**src/rtl/reg_file_param_pkg.sv**
```systemverilog
// regfile_pkg: shared state type, default geometry and address-range helper for reg_file_param
package regfile_pkg;

    typedef enum logic {CLEAR, READY} state_t;

    localparam int DEF_WIDTH  = 64;
    localparam int DEF_DEPTH  = 32;
    localparam int DEF_ADDR_W = 5;

    function automatic logic addr_valid(input int unsigned addr, input int unsigned depth);
        return addr < depth;
    endfunction

endpackage

```
**src/rtl/reg_file_param_rf_read_port.sv**
```systemverilog
// rf_read_port: registered read port with range/zero masking; write-first bypass when REGFILE_BYPASS_EN is defined
module rf_read_port
    import regfile_pkg::*;
#(
    parameter int WIDTH    = DEF_WIDTH,
    parameter int DEPTH    = DEF_DEPTH,
    parameter int ADDR_W   = DEF_ADDR_W,
    parameter int ZERO_REG = 1
) (
    input  logic              clk,
    input  logic              reset,
    input  logic              busy,
    input  logic              ren,
    input  logic [ADDR_W-1:0] raddr,
    input  logic [WIDTH-1:0]  word,
    input  logic              wr_ok,
    input  logic [ADDR_W-1:0] waddr,
    input  logic [WIDTH-1:0]  wdata,
    output logic [WIDTH-1:0]  rdata
);

    logic             ok;
    logic [WIDTH-1:0] sel;

    assign ok = addr_valid(32'(raddr), DEPTH) && !(ZERO_REG != 0 && raddr == '0);

`ifdef REGFILE_BYPASS_EN
    assign sel = (wr_ok && waddr == raddr) ? wdata : word;
`else
    logic unused_wr;
    assign unused_wr = ^{wr_ok, waddr, wdata};
    assign sel = word;
`endif

    // capture masked data on enabled reads once the clear has finished
    always_ff @(posedge clk) begin
        if (reset) rdata <= '0;
        else if (!busy && ren) rdata <= ok ? sel : '0;
    end

endmodule

```
**src/rtl/reg_file_param.sv**
```systemverilog
// reg_file_param: 1W/2R register file with post-reset clear sequencer; define REGFILE_BYPASS_EN for write-first reads
module reg_file_param
    import regfile_pkg::*;
#(
    parameter int WIDTH    = DEF_WIDTH,
    parameter int DEPTH    = DEF_DEPTH,
    parameter int ADDR_W   = DEF_ADDR_W,
    parameter int ZERO_REG = 1
) (
    input  logic              clk,
    input  logic              reset,
    input  logic              ren1,
    input  logic [ADDR_W-1:0] raddr1,
    output logic [WIDTH-1:0]  rdata1,
    input  logic              ren2,
    input  logic [ADDR_W-1:0] raddr2,
    output logic [WIDTH-1:0]  rdata2,
    input  logic              wen,
    input  logic [ADDR_W-1:0] waddr,
    input  logic [WIDTH-1:0]  wdata,
    output logic              busy
);

    state_t            state, state_nxt;
    logic [ADDR_W-1:0] clr_ptr, clr_nxt;
    logic              last, wr_ok;
    logic [WIDTH-1:0]  mem [DEPTH];

    assign busy  = state == CLEAR;
    assign last  = clr_ptr == ADDR_W'(DEPTH - 1);
    assign wr_ok = !reset && !busy && wen && addr_valid(32'(waddr), DEPTH) && !(ZERO_REG != 0 && waddr == '0);

    // clear sequencer: walk every entry once, then park in READY
    always_comb begin
        state_nxt = (busy && last) ? READY : state;
        clr_nxt   = (busy && !last) ? clr_ptr + 1'b1 : '0;
    end

    // sequencer state register; reset restarts the clear from entry 0
    always_ff @(posedge clk) begin
        if (reset) begin
            state   <= CLEAR;
            clr_ptr <= '0;
        end else begin
            state   <= state_nxt;
            clr_ptr <= clr_nxt;
        end
    end

    // storage: zeroed by the sequencer, otherwise written by the write port
    always_ff @(posedge clk) begin
        if (busy) mem[clr_ptr] <= '0;
        else if (wr_ok) mem[waddr] <= wdata;
    end

    rf_read_port #(.WIDTH(WIDTH), .DEPTH(DEPTH), .ADDR_W(ADDR_W), .ZERO_REG(ZERO_REG)) u_rd1 (
        .clk(clk), .reset(reset), .busy(busy), .ren(ren1), .raddr(raddr1), .word(mem[raddr1]),
        .wr_ok(wr_ok), .waddr(waddr), .wdata(wdata), .rdata(rdata1)
    );

    rf_read_port #(.WIDTH(WIDTH), .DEPTH(DEPTH), .ADDR_W(ADDR_W), .ZERO_REG(ZERO_REG)) u_rd2 (
        .clk(clk), .reset(reset), .busy(busy), .ren(ren2), .raddr(raddr2), .word(mem[raddr2]),
        .wr_ok(wr_ok), .waddr(waddr), .wdata(wdata), .rdata(rdata2)
    );

endmodule

```
**config.mk**
```make
export PLATFORM = sky130hd
export DESIGN_NAME = reg_file_param
export DESIGN_NICKNAME = d
export VERILOG_FILES = /design/src/rtl/reg_file_param_pkg.sv /design/src/rtl/reg_file_param_rf_read_port.sv /design/src/rtl/reg_file_param.sv
export SDC_FILE = /design/constraint.sdc
export NUM_CORES = 2
export LEC_CHECK = 0
export BUFFER_PORTS_ARGS = -buffer_cell sky130_fd_sc_hd__buf_2
export CAP_MARGIN = 10
export CORE_ASPECT_RATIO = 2
export CORE_MARGIN = 5
export CORE_UTILIZATION = 60
export DETAILED_ROUTE_END_ITERATION = 6
export PLACE_DENSITY_LB_ADDON = 0.3
export SLEW_MARGIN = 20
export SYNTH_ARGS = -nofsm -noshare
export SYNTH_HDL_FRONTEND = slang
export SYNTH_SLANG_ARGS = --single-unit
```
**constraint.sdc**
```tcl
create_clock -name clk -period 7.8 [get_ports clk]
set_clock_uncertainty 0.15 [all_clocks]
set_input_delay 0 -clock clk [delete_from_list [all_inputs] [get_ports clk]]
set_output_delay 0 -clock clk [all_outputs]
set_load 0.05 [all_outputs]
```
==> summary.md <==
| Metric | Value |
|---|---|
| Post-DP HPWL | 181000 um |
| Number of synthesized flops with an enable pin | 2048 |
| 1st-iter DRT viols | roughly 8200 |
| Die Ht | between 500 and 600 um |
| Clock sink count | 2182 |
| GP Congestion | roughly 0.9 |
| Initial core utilization | between 60% and 70% |
| Endpoints failing setup | 0 |
| Via Count | around 57000 |
| Largest net degree at the start of global routing | between 100 and 150 |
| Post-Place Worst Slack | 2.94 ns |
| Max cap viols | 0 |
| Post-synthesis instance total | a little under 5000 |
| # fillers | between 10000 and 15000 |
| Final hold viol count | 0 |
| Seq/Total Area, Yosys | between 60% and 70% |
| Synth area leaders | edfxtp_1 63%, mux4_2 22%, mux2i_1 3.6%, dfxtp_1 2.7%, a22o_1 1.0% |
| Vias in the first global route | between 50000 and 60000 |
| Total negative slack | 0 ns |
| Fin crit share | 64.6% |
| Vias/cell | 7.70 |
| Max FO, Critical Path | 37 |
| Area of the core | around 0.16 mm^2 |
| Synth cell types | between 40 and 50 |
| DRC | 0 |
| DIE AREA | approximately 0.17 mm^2 |
| CP startpoint kind | flop |
| Yosys Warn Count | 0 |
| Commonest cells in the synthesized netlist | 2048 x edfxtp_1, 945 x mux4_2, 350 x mux2i_1, 218 x clkbuf_1, 145 x a21oi_1 |
| I/O Buffers | roughly 210 |
| # IOs | 213 |
| Clock Tree Buf Depth | 4 |
| Clock Tree Root | clkbuf_16 |
| Count leader, synth | edfxtp_1 |
| FP Rows | roughly 210 |
| Clk Latency, worst-skew pair | about 0.85 ns |
| Synthesized flop and latch total | between 2000 and 2500 |
| Die Wd | about 300 um |
| Post-CTS setup buffers | 0 |
| Fmax | around 0.2 GHz |
| Mapped Area | roughly 0.098 mm^2 |
| Avg Cell Area, Syn | approximately 20 um^2 |
| Crit end category | flop |
| Hold Crit Class | primary input to flop |
| Antenna Nets Post-Route | 0 |
| Initial antenna violation count | 15 |
| Peak supply drop | ~180 uV |
| Post-synth top area share | a little over three fifths |
| Slew Limit Fails | 0 |
| Worst-margin pin slew | 1.21 ns |
| Worst setup margin | roughly 2.8 ns |
| Crit path DAT | 5.32 ns |
| Asr flop ratio synth | 0% |
| Worst-path clk slew | ~0.070 ns |
| First-pass GRT wire length | 428000 um |
| Area growth from synthesis to layout | 11.3% |
| Worst slew margin | between 10% and 20% |
| Routed WL | 302000 um |
| Clock tree from TritonCTS | yes |
| WL/cell | between 40 and 50 um |
| GRT overflow | 0 |
| Nets@finish | 5257 |
| TritonCTS Buffers | ~190 |
| Pleak | 0.0389 uW |
| Pre-antenna DRT Iters | 6 |
| PwrDens | between 200 and 250 mW/mm^2 |
| Total Power | roughly 24000 uW |
| Synth area leader | edfxtp_1 |
| Status | complete, no violations |
| Share of post-route cells with drive strength above 1 | around a third |
| RSZ-0062 raised after global routing | no |
| Dominant synthesized flop cell | edfxtp_1 |
| CP required | 8.09 ns |
| GR Util All Layers | a little over a third |
| Post-layout min period | about 5 ns |
| Syn nets | about 5000 |
| WS Path Type | flop to flop |
| CTS H-tree depth | 4 |
registers in the layout, indices dropped and copies added, names as in the netlist:
name / flops
u_rd1.rdata: 64
u_rd2.rdata: 64
state: 1
mem: 2048
clr_ptr: 5
area by class of cell:
class	instances	area (um^2)	area share, %
diodes	6	15.0	0.0138
clock buffers	239	5120	4.70
clock inverters	100	1200	1.10
inverters	66	249	0.228
multi-input cells	2269	32100	29.4
flip-flops and latches	2182	64200	58.9
well taps	2110	2640	2.42
repair buffers	464	3570	3.28
power by group:
group          switching, uW  total, uW  internal, uW  leakage, uW
sequential              55.6      12800         12700       0.0230
combinational            908       1530           624       0.0128
clock                   4260       9810          5550      0.00310
total                   5230      24100         18900       0.0389
final timing paths:
kind	start	cells past startpoint	to	slack, ns
setup / recovery	state	6	mem[3][29]	2.76
hold / removal	raddr1[0]	5	u_rd1.rdata[43]	0.03
setup reg to reg	state	6	mem[3][29]	2.76
hold reg to reg	u_rd2.rdata[40]	1	u_rd2.rdata[40]	0.32
stage by stage:
step / utilization (%) / hold WS, ns / area, um^2 / instances
finish: 67.3 / 0.0313 / 109000 / 7436
CTS: 67.1 / 0.00247 / 109000 / 7414
global route: 67.3 / 0.0846 / 109000 / 7432
floorplan: - / 0.129 / 97900 / 4920
detailed placement: 62.8 / 0.165 / 102000 / 7000
global placement: 62.7 / 0.159 / 102000 / 6994
repair_timing:
item	CTS	global route
gates resized for setup	0	0
hold endpoints to repair	1690	416
hold buffers	75	13
critical path: stages (launching register included):
cell	delay [ns]
dfxtp_1	0.63
and3b_1	0.39
o21a_4	0.56
buf_4	0.63
a31oi_2	0.53
nor2_4	0.93
buf_4	0.70
layout by cell type (no fill, tap or decap), types with 40 or more instances in the layout:
master and instances:
a22oi_1 63, and2_1 42, buf_4 136, o221ai_1 64, buf_2 204, mux2i_1 350, o21ai_0 62, mux4_2 945
a21oi_1 143, inv_1 65, o22ai_1 51, dlygate4sd3_1 88, clkbuf_16 192, a22o_1 114, nor3_1 65, clkinv_2 40
edfxtp_1 2048, mux2_2 73, a221oi_1 62, dfxtp_1 134, a2111oi_0 42
layer usage:
metal / track usage [%] / vias up / wire (um)
met5: 0 / - / 67
met4: 21.8 / 10 / 25100
met3: 7.09 / 1081 / 35900
met2: 56.6 / 4674 / 147000
met1: 44.0 / 29700 / 94100
li1: - / 21800 / -
kinds of logic (layout without fill, tap and decap cells):
kind of cell,after synthesis,in the layout,share of synthesized area (%)
and+or+nand+nor,241,241,1.25
buffers and inverters,469,869,2.13
xor gates and xnor gates,2,2,0.0179
DFF,2182,2182,65.5
muxes,1368,1368,26.1
other,0,6,0
adders and majority gates,2,2,0.0255
AOI/OAI and AO/OA,656,656,4.91
Power figures use the tool's default switching activity.
